### config.mk
export PLATFORM = sky130hd
export DESIGN_NAME = switch_debouncer
export DESIGN_NICKNAME = d
export VERILOG_FILES = /design/src/rtl/switch_debouncer.sv
export SDC_FILE = /design/constraint.sdc
export NUM_CORES = 1
export LEC_CHECK = 0
export ABC_AREA = 1
export CAP_MARGIN = 10
export CORE_MARGIN = 10
export CORE_UTILIZATION = 45
export DETAILED_ROUTE_END_ITERATION = 10
export DONT_BUFFER_PORTS = 1
export GPL_TIMING_DRIVEN = 0
export PLACE_DENSITY = 0.61
export SYNTH_ARGS = -nofsm -noshare
export SYNTH_HDL_FRONTEND = slang
export SYNTH_SLANG_ARGS = --single-unit
### constraint.sdc
create_clock -name CLK -period 1.4 [get_ports CLK]
set_clock_uncertainty 0.1 [all_clocks]
set_input_delay 0.14 -clock CLK [delete_from_list [all_inputs] [get_ports CLK]]
set_output_delay 0.14 -clock CLK [all_outputs]
set_load 0.02 [all_outputs]
### src/rtl/switch_debouncer.sv
// rtl/switch_debouncer.sv - two-channel switch synchronizer and stability filter
// Each channel: 2-flop synchronizer, 4-state qualify FSM, registered level and edge pulses.

module switch_debouncer_chan #(
  parameter int STABLE_CYCLES = 50000,
  parameter int CNT_W         = 16
) (
  input  logic clk,
  input  logic rst,
  input  logic sw,
  output logic level,
  output logic rise,
  output logic fall,
  output logic fire
);

  typedef enum logic [1:0] {IDLE_LOW, WAIT_HIGH, IDLE_HIGH, WAIT_LOW} state_t;

  localparam logic [CNT_W-1:0] LAST = CNT_W'(STABLE_CYCLES - 1);

  state_t           state;
  logic [CNT_W-1:0] cnt;
  logic             sync1;
  logic             sync2;

  // Qualification completes on the coming edge; lets the top register CHG alongside the pulses.
  always_comb begin
    fire = 1'b0;
    if (cnt == LAST) begin
      if (state == WAIT_HIGH && sync2)  fire = 1'b1;
      if (state == WAIT_LOW  && !sync2) fire = 1'b1;
    end
  end

  always_ff @(posedge clk or posedge rst) begin
    if (rst) begin
      sync1 <= 1'b0;
      sync2 <= 1'b0;
      state <= IDLE_LOW;
      cnt   <= '0;
      level <= 1'b0;
      rise  <= 1'b0;
      fall  <= 1'b0;
    end else begin
      sync1 <= sw;
      sync2 <= sync1;
      rise  <= 1'b0;
      fall  <= 1'b0;
      case (state)
        IDLE_LOW: begin
          if (sync2) begin
            state <= WAIT_HIGH;
            cnt   <= '0;
          end
        end
        WAIT_HIGH: begin
          if (!sync2) begin
            state <= IDLE_LOW;
            cnt   <= '0;
          end else if (cnt == LAST) begin
            state <= IDLE_HIGH;
            cnt   <= '0;
            level <= 1'b1;
            rise  <= 1'b1;
          end else begin
            cnt <= cnt + 1'b1;
          end
        end
        IDLE_HIGH: begin
          if (!sync2) begin
            state <= WAIT_LOW;
            cnt   <= '0;
          end
        end
        WAIT_LOW: begin
          if (sync2) begin
            state <= IDLE_HIGH;
            cnt   <= '0;
          end else if (cnt == LAST) begin
            state <= IDLE_LOW;
            cnt   <= '0;
            level <= 1'b0;
            fall  <= 1'b1;
          end else begin
            cnt <= cnt + 1'b1;
          end
        end
        default: begin
          state <= IDLE_LOW;
          cnt   <= '0;
        end
      endcase
    end
  end

endmodule

module switch_debouncer #(
  parameter int STABLE_CYCLES = 50000,
  parameter int CNT_W         = 16
) (
  input  logic CLK,
  input  logic RST,
  input  logic SW_X,
  input  logic SW_Y,
  output logic X,
  output logic Y,
  output logic X_RISE,
  output logic X_FALL,
  output logic Y_RISE,
  output logic Y_FALL,
  output logic CHG
);

  logic x_fire;
  logic y_fire;

  switch_debouncer_chan #(
    .STABLE_CYCLES(STABLE_CYCLES),
    .CNT_W        (CNT_W)
  ) u_chan_x (
    .clk  (CLK),
    .rst  (RST),
    .sw   (SW_X),
    .level(X),
    .rise (X_RISE),
    .fall (X_FALL),
    .fire (x_fire)
  );

  switch_debouncer_chan #(
    .STABLE_CYCLES(STABLE_CYCLES),
    .CNT_W        (CNT_W)
  ) u_chan_y (
    .clk  (CLK),
    .rst  (RST),
    .sw   (SW_Y),
    .level(Y),
    .rise (Y_RISE),
    .fall (Y_FALL),
    .fire (y_fire)
  );

  // One CHG pulse even when both channels qualify on the same edge.
  always_ff @(posedge CLK or posedge RST) begin
    if (RST) CHG <= 1'b0;
    else     CHG <= x_fire | y_fire;
  end

endmodule

# Word level (Yosys, flattened, before mapping)
# Cells that the tools add are included.
# classes
n_addsub	2
n_eq_ne	24
n_mux	52
n_bitwise	1
n_reduce_logical	16
# op_table
op	count
$mux W16	10
$pmux W16 S4	2
$add A16 B1 Y16 const B	2
$eq A16 B16 Y1 const B	2
$mux W1	24
$mux W2	12
$ne A2 B2 Y1 const B	8
$pmux W2 S4	2
$reduce_and A5 Y1	2
$eq A2 B2 Y1 const B	4
$ne A2 B1 Y1 const B	4
$reduce_and A4 Y1	2
$ne A3 B2 Y1 const B	2
$ne A3 B3 Y1 const B	2
$eq A2 B1 Y1 const B	2
$logic_and A1 B1 Y1	4
$logic_not A2 Y1	2
$pmux W1 S2	2
$reduce_and A2 Y1	2
$reduce_bool A2 Y1	2
$logic_not A1 Y1	2
$or A1 B1 Y1	1
# word_totals
register_bits	47
output_inout_bits	7
wordCells	110

# Depth between registers and ports, before layout
# depth
ltp_word	6
ltp_mapped	11
ltp_nobuf	10

# Hierarchy
# Synthesis repeated with hierarchy kept, for this count alone.
# hier_totals
hier_cells	376
area_unflattened_um2	2658.8
# modules_own_cells
module	instances	cells_per_inst	area_per_inst_um2	seq_area_each_um2
switch_debouncer_chan at u_chan_y	1	190	1323.8	575.6
switch_debouncer_chan at u_chan_x	1	181	1295.0	575.6
switch_debouncer	1	5	40.0	25.0

# Worst setup path after synthesis
# OpenSTA, ideal clock, no wires.
# synth_timing
kind	register to register
from	register u_chan_y.cnt[0]
to	register u_chan_y.cnt[8]
setup_time_ns	0.116
arrival_ns	1.237
required_ns	1.184
path_slack_ns	-0.053
stages_incl_launch_ff	12
cell_sequence	dfrtp_1 > ha_1 > nand2_2 > inv_2 > nand2_2 > nor2_2 > nand2_2 > nand2_2 > buf_6 > nor2_1 > nand2_1 > nand2_1
# synth_between
elab_chain_cells	4
elab_cells_between_ends	6
cone_classes	add/sub (1); eq/ne (1); mux (4)
# synth_lines
item	line_no	rtl
from (decl)	22	logic [CNT_W-1:0] cnt;
from (signal assigned)	66	cnt <= cnt + 1'b1;
from (signal assigned)	85	cnt <= cnt + 1'b1;
$add A16 B1 Y16 or $eq A16 B16 Y1 (tied branches)	n/a	
$mux W16 *	60, 79	
$mux W16, on equally long branches	76, 57	
$pmux W16 S4 *	49	case (state)
# Every way passes the cells marked *; elsewhere a longest branch is shown, timed or not.
# A chain may end at the register's enable or synchronous reset.

# Worst setup path in the final report
# layout_timing
from	register u_chan_y.cnt[1]
to	register u_chan_y.cnt[15]
# The elaborated chain is that of the path after synthesis.

==> impl_metrics.ini <==
[critical_path]
cp-start-kind = flop
worstPathRequired_ns = 1.49
arrival_ns = 1.65
reg2regPathDepth = 11
critPathCaptureType = flop
r2r_slack_ns = -0.16
r2r_start = u_chan_y.cnt[1]
r2r_end = u_chan_y.cnt[15]
critPathMaxFanout = 5
path_class = flop to flop

[drt]
vias = 2255
ant_nets = 0
first_pass_iters = 4
viasPerCell = 4.96
wl_per_cell_um = 13.4
drtIter0Drc = 160
drc = 0
routed_wl_um = 6110

[cts]
cts_made_buffers = 5
root_buffer = clkbuf_8
cts_tree = done
htree_levels = 2
clkTransAtPathRegs_ns = 0.09
cts.sinks = 47
cts_max_path_buffers = 2
clk_latency_ns = 0.30

[global_route]
grt_max_degree = 36
grt_pass1_wl_um = 9830
grt_pass1_vias = 2062
gr-total-overflow = 0
antenna_found_initial = 0
grtUsageTotal_pct = 13.2

[status]
violations = negative setup slack
status = finished with violations

[synth]
ys_seq_area_share_pct = 45.4
synthArstFlopShare_pct = 100
synth_common_cells = nand2_1 (101), nor2_1 (49), dfrtp_1 (47)
ys_types = 27
syn_nets = 352
synth.area.top_cells = dfrtp_1 (45%), nand2_1 (15%), nor2_1 (7.1%), inv_1 (6.5%), nand3_1 (3.9%)
netlist.area_leader.share_pct = 45.4
synth_edf_count = 0
syn_avg_cell_area_um2 = 7.48
synth_flop_cell = dfrtp_1
postSynthCellCount = 346
synth_seq_cells = 47
yosysWarnings = 0
syn_area_um2 = 2590
yosys.area.top_type = dfrtp_1
synth.most_common_cell = nand2_1

[place]
numPortBuffers = 0
place_congestion = 0.864
dpl.cell_count = 419
hpwlAfterDp_um = 3770

[floorplan]
fp.dieH_um = 95.8
ios = 11
dieArea_um2 = 9190
fp.coreArea_um2 = 5540
floorplan.initialDensity_pct = 46.7
die_x_um = 95.8
rows = 27

[finish]
final_util_pct = 61.4
n_antenna_cell = 0
drive_gt1_share_pct = 30.0
final_nets = 388
syn_to_final_growth_pct = 31.3
stdcell_count = 455

[sta]
slew_viol_final = 0
period_share_pct = 111
max_freq_ghz = 0.642
rsz0062_at_grt = yes
relSlewSlack_pct = 79.7
hold_ws_ns = 0.132
tightest_slew_ns = 0.303
finalSetupViolations = 31
final_hold_viol_count = 0
tns_ns = -2.61
min_period_ns = 1.56
timing.final.ws_setup_ns = -0.157

[flow_run]
cap_violations = 0

[min_path]
min_path_type = input port to asynchronous set/reset pin

[power_and_ir_drop]
vdd_ir_drop_max_mv = 0.764
power.density_nw_per_um2 = 1290
leakagePower_nw = 1.56
==> where the power goes <==
| group | internal, W | switching, W | total, W |
|---|---|---|---|
| registers | 0.00148 | 0.000158 | 0.00164 |
| clock network | 0.000714 | 0.000459 | 0.00117 |
| logic | 0.000663 | 0.000921 | 0.00158 |
| total | 0.00285 | 0.00154 | 0.00439 |
==> per-stage QoR <==
step	cell area [µm²]	total power [W]	setup WS, ns
finish	3400	0.00439	-0.157
global route	3400	0.00465	-0.226
CTS	3170	0.00408	-0.100
detailed placement	2710	0.00251	-0.190
global placement	2690	0.00249	-0.546
floorplan	2600	0.00227	-0.0145
==> layer usage <==
metal  routed length [µm]  global-route usage, %  part of all wire [%]  vias to the layer above
li1                     -                      -                     -                     1152
met1                 3040                   19.1                    50                     1070
met2                 2820                   19.7                    46                       27
met3                  189                   2.57                   3.1                        6
met4                   58                   3.69                  0.95                        0
met5                    0                      0                     0                        -
==> kinds of logic after synthesis <==
logic type                 count (synthesis)  synth area share (%)
DFF                                       47                  45.4
AOI/OAI and AO/OA                         34                  7.20
buffers and inverters                     53                  8.55
xor gates and xnor gates                  11                  3.72
and+or+nand+nor                          199                  34.1
adders and majority gates                  2                 0.966
==> worst max-delay path by stage <==
stage | from | to | cells after the start
floorplan | u_chan_y.cnt[0] | u_chan_y.cnt[8] | 11
global placement | RST | u_chan_x.cnt[0] | 1
detailed placement | u_chan_y.cnt[0] | u_chan_y.cnt[1] | 11
CTS | u_chan_y.cnt[0] | u_chan_y.cnt[15] | 11
global route | u_chan_y.cnt[1] | u_chan_y.cnt[15] | 11
finish | u_chan_y.cnt[1] | u_chan_y.cnt[15] | 11
==> sequential cells by signal, summed over array words and instances (netlist names), named ones only <==
name	count
CHG	1
u_chan_x.cnt	16
u_chan_x.fall	1
u_chan_x.level	1
u_chan_x.rise	1
u_chan_x.state	1
u_chan_x.sync1	1
u_chan_x.sync2	1
u_chan_y.cnt	16
u_chan_y.fall	1
u_chan_y.level	1
u_chan_y.rise	1
u_chan_y.state	1
u_chan_y.sync1	1
u_chan_y.sync2	1
==> cells in the final DEF, fill, tap and decap left out, types with 8 or more instances in the layout <==
cell type and count:
nand2_1 91, dfrtp_1 43, nor2_1 42, inv_1 39, buf_4 20, nand3_1 15, nand2_2 11, nor2_4 10
o21ai_2 8
==> critical path: stages (launching register included) <==
cell,delay (ns)
dfrtp_1,0.42
ha_4,0.17
nand2_4,0.08
inv_4,0.08
nand2_4,0.06
nor2_4,0.09
nand2_2,0.09
nand2_4,0.09
buf_6,0.13
inv_4,0.05
nand3_2,0.05
nand2_1,0.05
==> repair_timing <==
action	CTS	global route
gates resized for setup	42	51
setup buffers	15	10
hold endpoints to repair	49	0
pin swaps	16	6
hold buffers	3	0
setup endpoints to repair	37	41
cloned	2	0
==> cell type report <==
class,count,area [µm²]
fillers,486,2140
multi-input cells,246,1490
flip-flops and latches,47,1180
repair buffers,29,273
inverters,49,193
well taps,72,90.1
clock buffers,6,72.6
clock inverters,2,60.1
plain buffers,4,45.0
(Power assumes the default switching activity.)
